<file path="config.mk">
export PLATFORM = sky130hd
export DESIGN_NAME = mux_rr_stream
export DESIGN_NICKNAME = d
export VERILOG_FILES = /design/src/rtl/mux_pkg.sv /design/src/rtl/rr_arbiter.sv /design/src/rtl/mux_rr_stream.sv
export SDC_FILE = /design/constraint.sdc
export NUM_CORES = 1
export LEC_CHECK = 0
export CORE_UTILIZATION = 42
export CTS_CLUSTER_SIZE = 16
export DETAILED_ROUTE_END_ITERATION = 8
export MAX_ROUTING_LAYER = met4
export PLACE_DENSITY = 0.82
export SLEW_MARGIN = 20
export SYNTH_ARGS = -nofsm -noshare
export SYNTH_HDL_FRONTEND = slang
export SYNTH_SLANG_ARGS = --single-unit
</file>
<file path="constraint.sdc">
create_clock -name clk -period 4 [get_ports clk]
set_input_delay 1 -clock clk [delete_from_list [all_inputs] [get_ports clk]]
set_output_delay 1 -clock clk [all_outputs]
set_load 0.02 [all_outputs]
</file>
<file path="src/rtl/mux_pkg.sv">
// ============================================================================
// Module   : mux_pkg
// Brief    : Shared constants and helpers for the round-robin stream mux.
// Revision : 1.0 - initial release
// ============================================================================
`default_nettype none

package mux_pkg;

    function automatic int clog2(input int n);
        int r;
        int v;
        r = 0;
        v = n - 1;
        while (v > 0) begin
            r = r + 1;
            v = v >> 1;
        end
        return (r == 0) ? 1 : r;
    endfunction

    localparam logic MODE_RR    = 1'b0;
    localparam logic MODE_FIXED = 1'b1;

    localparam logic [0:0] ST_EMPTY = 1'b0;
    localparam logic [0:0] ST_FULL  = 1'b1;

endpackage

`default_nettype wire

</file>
<file path="src/rtl/rr_arbiter.sv">
// ============================================================================
// Module   : rr_arbiter
// Brief    : Combinational round-robin arbiter; search starts at ptr.
// Revision : 1.0 - initial release
// ============================================================================
`default_nettype none

module rr_arbiter
    import mux_pkg::*;
#(
    parameter int N  = 4,
    parameter int SW = clog2(N)
) (
    input  logic [N-1:0]  req,
    input  logic [SW-1:0] ptr,
    output logic [N-1:0]  gnt,
    output logic [SW-1:0] gnt_idx,
    output logic          any
);

    // Outer loop walks priority order ptr, ptr+1, ...; first hit wins.
    always_comb begin
        gnt     = '0;
        gnt_idx = '0;
        any     = 1'b0;
        for (int k = 0; k < N; k++) begin
            for (int j = 0; j < N; j++) begin
                if (!any && req[j] && (j == ((int'(ptr) + k) % N))) begin
                    any     = 1'b1;
                    gnt[j]  = 1'b1;
                    gnt_idx = SW'(j);
                end
            end
        end
    end

endmodule

`default_nettype wire

</file>
<file path="src/rtl/mux_rr_stream.sv">
// ============================================================================
// Module   : mux_rr_stream
// Brief    : N-channel valid/ready mux, round-robin or fixed select, with a
//            one-entry registered output stage.
// Revision : 1.0 - initial release
// ============================================================================
`default_nettype none

module mux_rr_stream
    import mux_pkg::*;
#(
    parameter  int N  = 4,
    parameter  int W  = 8,
    localparam int SW = clog2(N)
) (
    input  logic           clk,
    input  logic           rst,
    input  logic           mode,
    input  logic [SW-1:0]  sel,
    input  logic [N-1:0]   in_valid,
    input  logic [N*W-1:0] in_data,
    output logic [N-1:0]   in_ready,
    output logic           out_valid,
    output logic [W-1:0]   out_data,
    output logic [SW-1:0]  out_sel,
    input  logic           out_ready
);

    logic [0:0]    r_state_q, w_state_d;
    logic [W-1:0]  r_data_q,  w_data_d;
    logic [SW-1:0] r_sel_q,   w_sel_d;
    logic [SW-1:0] r_ptr_q,   w_ptr_d;

    logic [N-1:0]  w_rr_gnt;
    logic [SW-1:0] w_rr_idx;
    logic          w_rr_any;
    logic [N-1:0]  w_gnt;
    logic [SW-1:0] w_gnt_idx;
    logic          w_gnt_any;
    logic          w_can_load;
    logic          w_xfer;
    logic [W-1:0]  w_win_data;

    rr_arbiter #(
        .N  (N),
        .SW (SW)
    ) u_arb (
        .req     (in_valid),
        .ptr     (r_ptr_q),
        .gnt     (w_rr_gnt),
        .gnt_idx (w_rr_idx),
        .any     (w_rr_any)
    );

    // Fixed mode overrides the arbiter; an out-of-range sel matches nothing.
    always_comb begin
        w_gnt     = w_rr_gnt;
        w_gnt_idx = w_rr_idx;
        w_gnt_any = w_rr_any;
        if (mode == MODE_FIXED) begin
            w_gnt     = '0;
            w_gnt_idx = sel;
            w_gnt_any = 1'b0;
            for (int i = 0; i < N; i++) begin
                if ((sel == SW'(i)) && in_valid[i]) begin
                    w_gnt[i]  = 1'b1;
                    w_gnt_any = 1'b1;
                end
            end
        end
    end

    assign w_can_load = !rst && ((r_state_q == ST_EMPTY) || out_ready);
    assign in_ready   = w_can_load ? w_gnt : '0;
    assign w_xfer     = w_can_load && w_gnt_any;

    always_comb begin
        w_win_data = '0;
        for (int i = 0; i < N; i++) begin
            if (w_gnt[i]) begin
                w_win_data = in_data[i*W +: W];
            end
        end
    end

    always_comb begin
        w_state_d = r_state_q;
        w_data_d  = r_data_q;
        w_sel_d   = r_sel_q;
        w_ptr_d   = r_ptr_q;
        if (w_xfer) begin
            w_state_d = ST_FULL;
            w_data_d  = w_win_data;
            w_sel_d   = w_gnt_idx;
            if (mode == MODE_RR) begin
                w_ptr_d = (w_gnt_idx == SW'(N - 1)) ? '0 : (w_gnt_idx + SW'(1));
            end
        end else if ((r_state_q == ST_FULL) && out_ready) begin
            w_state_d = ST_EMPTY;
        end
    end

    always_ff @(posedge clk or posedge rst) begin
        if (rst) begin
            r_state_q <= ST_EMPTY;
            r_data_q  <= '0;
            r_sel_q   <= '0;
            r_ptr_q   <= '0;
        end else begin
            r_state_q <= w_state_d;
            r_data_q  <= w_data_d;
            r_sel_q   <= w_sel_d;
            r_ptr_q   <= w_ptr_d;
        end
    end

    assign out_valid = (r_state_q == ST_FULL);
    assign out_data  = r_data_q;
    assign out_sel   = r_sel_q;

endmodule

`default_nettype wire

</file>
* Yosys cells after proc, flatten, opt, wreduce, memory -nomap -nowiden
Index checks and enable logic that the tools add are counted.
Storage, ports and cells: bits in registers 13, bits of input ports 42, output and inout port bits 15, logic and storage cells 158
Cells by class: $add $sub $neg 4, equality and inequality tests 16, multiplexer cells 64, bitwise operators 5, reduce and logical (&&, ||, !) cells 65
Operator list (count):
- logical NOT 32 bit | 4
- two-way mux 1 bit | 42
- logical AND 1 bit | 38
- two-way mux 2 bit | 16
- two-way mux 8 bit | 4
- == test 3 bit, first input constant | 6
- logical NOT 1 bit | 16
- == test 2 x 3 -> 1 bit, first input constant | 3
- two-way mux 4 bit | 2
- == test 2 bit, second input constant | 3
- OR reduction 2 bit | 3
- adder 2 x 1 -> 2 bit, second input constant | 2
- adder 2 bit, second input constant | 2
- == test 2 bit, first input constant | 2
- bitwise AND 1 bit, first input constant | 3
- == test 1 x 2 -> 1 bit, first input constant | 1
- == test 2 x 1 -> 1 bit, second input constant | 1
- logical NOT 2 bit | 1
- inverter 1 bit | 2
- AND reduction 2 bit | 1
- nonzero test 2 bit | 1
- logical OR 1 bit | 1

* Depth between registers and ports, before layout
depth after elaboration 68, gate-level depth with buffers 7, gate-level depth less buffers 5

* Cells and area by module
From an unflattened synthesis, not the netlist that was laid out.
Unflattened totals: cells, all modules 124, area, all modules 1062.3 sq um
By module, submodules not included:
- mux_rr_stream | instances 1, cells an instance 97, area an instance 913.4 sq um, seq. area each 325.3 sq um
- rr_arbiter | instances 1, cells an instance 27, area an instance 148.9 sq um, seq. area each 0.0 sq um

* Least setup slack after synthesis
OpenSTA, ideal clock, no wires.
path type in2out, start point in in_valid[0], end point out in_ready[2], arrival time 2.261 ns, data required time 3.000 ns, path slack 0.739 ns, cell stages on the path 5, path buffers 1, cells stage by stage buf_6 > or2_1 > a211o_2 > o211ai_1 > nor2b_1
On the way: word-level cells in the longest chain between the ends 60, elaborated cells on any way between the ends 63, those cells by class 20 x mux; 43 x reduce/logical
RTL lines:
- start: declaration | RTL line mux_rr_stream.sv:20 | input logic [N-1:0] in_valid,
- logical AND 1 bit | RTL line rr_arbiter.sv:28 | if (!any && req[j] && (j == ((int'(ptr) + k) % N))) begin
- two-way mux 1 bit | RTL line rr_arbiter.sv:28
- logical NOT 1 bit | RTL line rr_arbiter.sv:28
- logical AND 1 bit (2 in series) | RTL line rr_arbiter.sv:28
- two-way mux 1 bit | RTL line rr_arbiter.sv:28
- logical NOT 1 bit | RTL line rr_arbiter.sv:28
- logical AND 1 bit (2 in series) | RTL line rr_arbiter.sv:28
- two-way mux 1 bit | RTL line rr_arbiter.sv:28
- [... 40 more ...]
- logical NOT 1 bit | RTL line rr_arbiter.sv:28
- logical AND 1 bit (2 in series) | RTL line rr_arbiter.sv:28
- two-way mux 1 bit | RTL line rr_arbiter.sv:28
- logical NOT 1 bit | RTL line rr_arbiter.sv:28
- logical AND 1 bit (2 in series) | RTL line rr_arbiter.sv:28
- two-way mux 1 bit (*) | RTL line rr_arbiter.sv:28
- two-way mux 4 bit (*) | RTL line mux_rr_stream.sv:60 | if (mode == MODE_FIXED) begin
- two-way mux 4 bit (*) | RTL line mux_rr_stream.sv:74 | assign in_ready = w_can_load ? w_gnt : '0;
- end: declaration | RTL line mux_rr_stream.sv:22 | output logic [N-1:0] in_ready,
Mark *: on every way between the ends. The rest lies on a longest branch, timed or not.

* Worst setup path after layout
start point in in_valid[0], end point out in_ready[3]
On the way: word-level cells in the longest chain between the ends 64, elaborated cells on any way between the ends 67, those cells by class 21 x mux; 46 x reduce/logical
RTL lines (RTL line):
- logical AND 1 bit | rr_arbiter.sv:28
- two-way mux 1 bit | rr_arbiter.sv:28
- logical NOT 1 bit | rr_arbiter.sv:28
- logical AND 1 bit (2 in series) | rr_arbiter.sv:28
- two-way mux 1 bit | rr_arbiter.sv:28
- logical NOT 1 bit | rr_arbiter.sv:28
- logical AND 1 bit (2 in series) | rr_arbiter.sv:28
- two-way mux 1 bit | rr_arbiter.sv:28
- [... 44 more ...]
- logical NOT 1 bit | rr_arbiter.sv:28
- logical AND 1 bit (2 in series) | rr_arbiter.sv:28
- two-way mux 1 bit | rr_arbiter.sv:28
- logical NOT 1 bit | rr_arbiter.sv:28
- logical AND 1 bit (2 in series) | rr_arbiter.sv:28
- two-way mux 1 bit (*) | rr_arbiter.sv:28
- two-way mux 4 bit (*) | mux_rr_stream.sv:60
- two-way mux 4 bit (*) | mux_rr_stream.sv:74
Marked as above.

==> flow_summary.toml <==
[power_and_ir_drop]
p_seq_share_pct = 34.1
power.clock.fraction_pct = 13.4
combinational_share_of_power_pct = 52.5
power_switching_mw = 0.233
netSwitchingFraction_pct = 38.7
max-vdd-ir-drop_mv = 0.220
powerDensity_nw_per_um2 = 353
cellLeakagePower_nw = 0.722
design_power_total_mw = 0.604
power_report.internal_total_mw = 0.370

[logic_synthesis]
synth_edf_count = 0
post_synth_instance_area_sq_um = 1070
syn_area_per_cell_sq_um = 8.43
post_synth_inst_count = 127
post_synth_num_cell_types = 40
netlist_top_cells_count = "nand2_1, dfrtp_1, nor2_1"
ys_warn_count = 0
syn-num-nets = 169
synth_async_sr_flop_share_pct = 100
ys.flop_type = "dfrtp_1"
ys_top_cells_by_area = "dfrtp_1, a221oi_1, nand2_1"
synth_seq_cells = 13
most_used_standard_cell_by_instance_count_after_synthesis = "nand2_1"
synth_top_cell_area_share_pct = 30.4
synth_seq_area_share_pct = 30.4
synth_top_cell_by_area = "dfrtp_1"

[floorplan]
initial_utilization_pct = 46.6
boundaryPins = 57
coreArea_sq_um = 2300
placement_rows = 17
die_x_um = 52.5
fp.dieArea_sq_um = 2760
floorplan.die.height_um = 52.5

[timing]
timing.max_slew.rel_slack_pct = 58.1
setup_violations = 0
hold_viol_final = 0
worst_clock_skew_ns = 0.00747
setup_tns_ns = 0
fin_crit_ns = 3.79
final_min_period_over_clock_period_pct = 94.8
drv_slew = 0
max_slew.worst_pin.slew_ns = 0.626
fmax_ghz = 0.264
rsz0062_at_grt = "no"

[place]
globalplace.congestion = 0.838
place_area_sq_um = 1680
dp.final_hpwl_mm = 2.79
io_buffer_count = 56

[cts]
tritoncts = "built"
clk_pin_slew_ns = 0.07
clock-root-buffer = "clkbuf_4"
cts_made_buffers = 3
post_cts.repair.setup_buffers = 0
numClockSinks = 13
clock_latency_ns = 0.27
cts.htree.levels = 1
clockBufferDepth = 2

[detailed_routing]
avgRoutedWirePerCell_um = 16.6
dr.pass1.iters = 4
routed_wl_mm = 3.59
antenna_violating_nets_post_route = 0
route.detailed.drc = 0
via_total_after_detailed_routing = 1285
routed_via_density = 5.92
drt_initial_violations = 15

[setup_path]
worstPathMaxFanout = 8
critPathKind = "in2out"
depth_of_the_worst_register_to_register_path = 5
worst_ep_arrival_time_ns = 2.79
timing.critical_path.to_type = "primary output"
setup.worst_path.start_class = "input pin"
cp.required_ns = 3.00

[finish]
final_layout_size_suffix_gt1_share_pct = 8.99
design_area_sq_um = 1710
area_growth_from_synthesis_to_layout_pct = 59.8
antenna-diode-count = 0
finish.net_count = 232

[flow_run]
drv.max_cap_violation_count = 0

[global_route]
grt_first_pass_wirelength_mm = 5.55
global_route.usage.total_pct = 28.6
first_global_vias = 1208
grt-ovfl-total = 0
grt_max_degree = 14
grt_antenna_before_repair = 0

[worst_hold_path]
min_path_type = "reg2reg"
timing.hold.worst_path_depth = 2

[run_status]
outcome = "complete, no violations"
[path summary, 6_finish.rpt]
check                           slack [ns]          end         from
worst max-delay path                  0.21  in_ready[3]  in_valid[0]
worst min-delay path                  0.51   out_sel[1]   out_sel[1]
worst max register to register        2.02   r_ptr_q[1]   r_ptr_q[1]
worst min register to register        0.51   out_sel[1]   out_sel[1]
max in group asynchronous             2.72  out_data[5]          rst
min in group asynchronous             1.11  out_data[4]          rst
[timing repair]
item	4_1_cts	5_1_grt
resized for setup	0	3
setup endpoints to repair	0	3
hold buffers	0	0
[kinds of logic (layout without fill, tap and decap cells)]
family	after synthesis	in the layout	share of synthesized area, %
AOI/OAI and AO/OA	44	44	33.4
buffers and inverters	12	74	7.01
muxes	1	1	0.935
DFF	13	13	30.4
and+or+nand+nor	57	57	28.3
[registers in the layout, summed over array words and instances, names as in the netlist]
register   cells
r_ptr_q        2
out_valid      1
out_data       8
out_sel        2
[area by class of cell]
class	count	area, sq um
multi-input combinational	102	671
clock buffer	4	26.3
inverter	5	18.8
tap	28	35.0
sequential	13	325
timing repair buffer	65	636
fill	200	586
[metrics by stage]
| step | worst slack, ns | instances | hold WS (ns) | utilization, % |
|---|---|---|---|---|
| floorplan | 0.739 | 127 | 0.563 | - |
| global placement | 0.0905 | 213 | 0.463 | 73.0 |
| detailed placement | 0.0793 | 213 | 0.473 | 73.0 |
| CTS | 0.0483 | 217 | 0.491 | 74.2 |
| global route | 0.130 | 217 | 0.535 | 74.5 |
| finish | 0.208 | 217 | 0.507 | 74.5 |
[power by group through the flow]
stage	Combinational [mW]	Sequential (mW)	Clock [mW]
floorplan	0.144	0.230	0
global placement	0.311	0.204	0
detailed placement	0.316	0.207	0
CTS	0.317	0.204	0.0831
global route	0.340	0.211	0.0907
finish	0.317	0.206	0.0809
[placed cells by master, fill, tap and decap left out, types with 3 or more instances in the layout]
master,instances
clkdlybuf4s50_1,53
nand2_1,18
dfrtp_1,13
nor2_1,12
nand2b_1,9
buf_4,9
a221oi_1,8
a22oi_1,8
a31oi_1,8
nor2b_1,5
inv_1,4
clkbuf_4,3
dlymetal6s2s_1,3
[routing by layer]
| metal | vias to the layer above | share of wire, % | track usage (%) |
|---|---|---|---|
| met2 | 58 | 50 | 48.7 |
| met3 | 2 | 8.5 | 5.22 |
| met5 | - | 0 | - |
| li1 | 608 | - | - |
| met4 | 0 | 0.58 | 8.33 |
| met1 | 617 | 41 | 34.2 |
[critical path, cell delays in order]
cell and delay, ns:
clkdlybuf4s50_1 0.41, buf_4 0.17, nor2b_1 0.13, o21bai_1 0.21
a32oi_1 0.08, nor3_1 0.16, clkdlybuf4s50_1 0.63
Power figures use the tool's default switching activity.
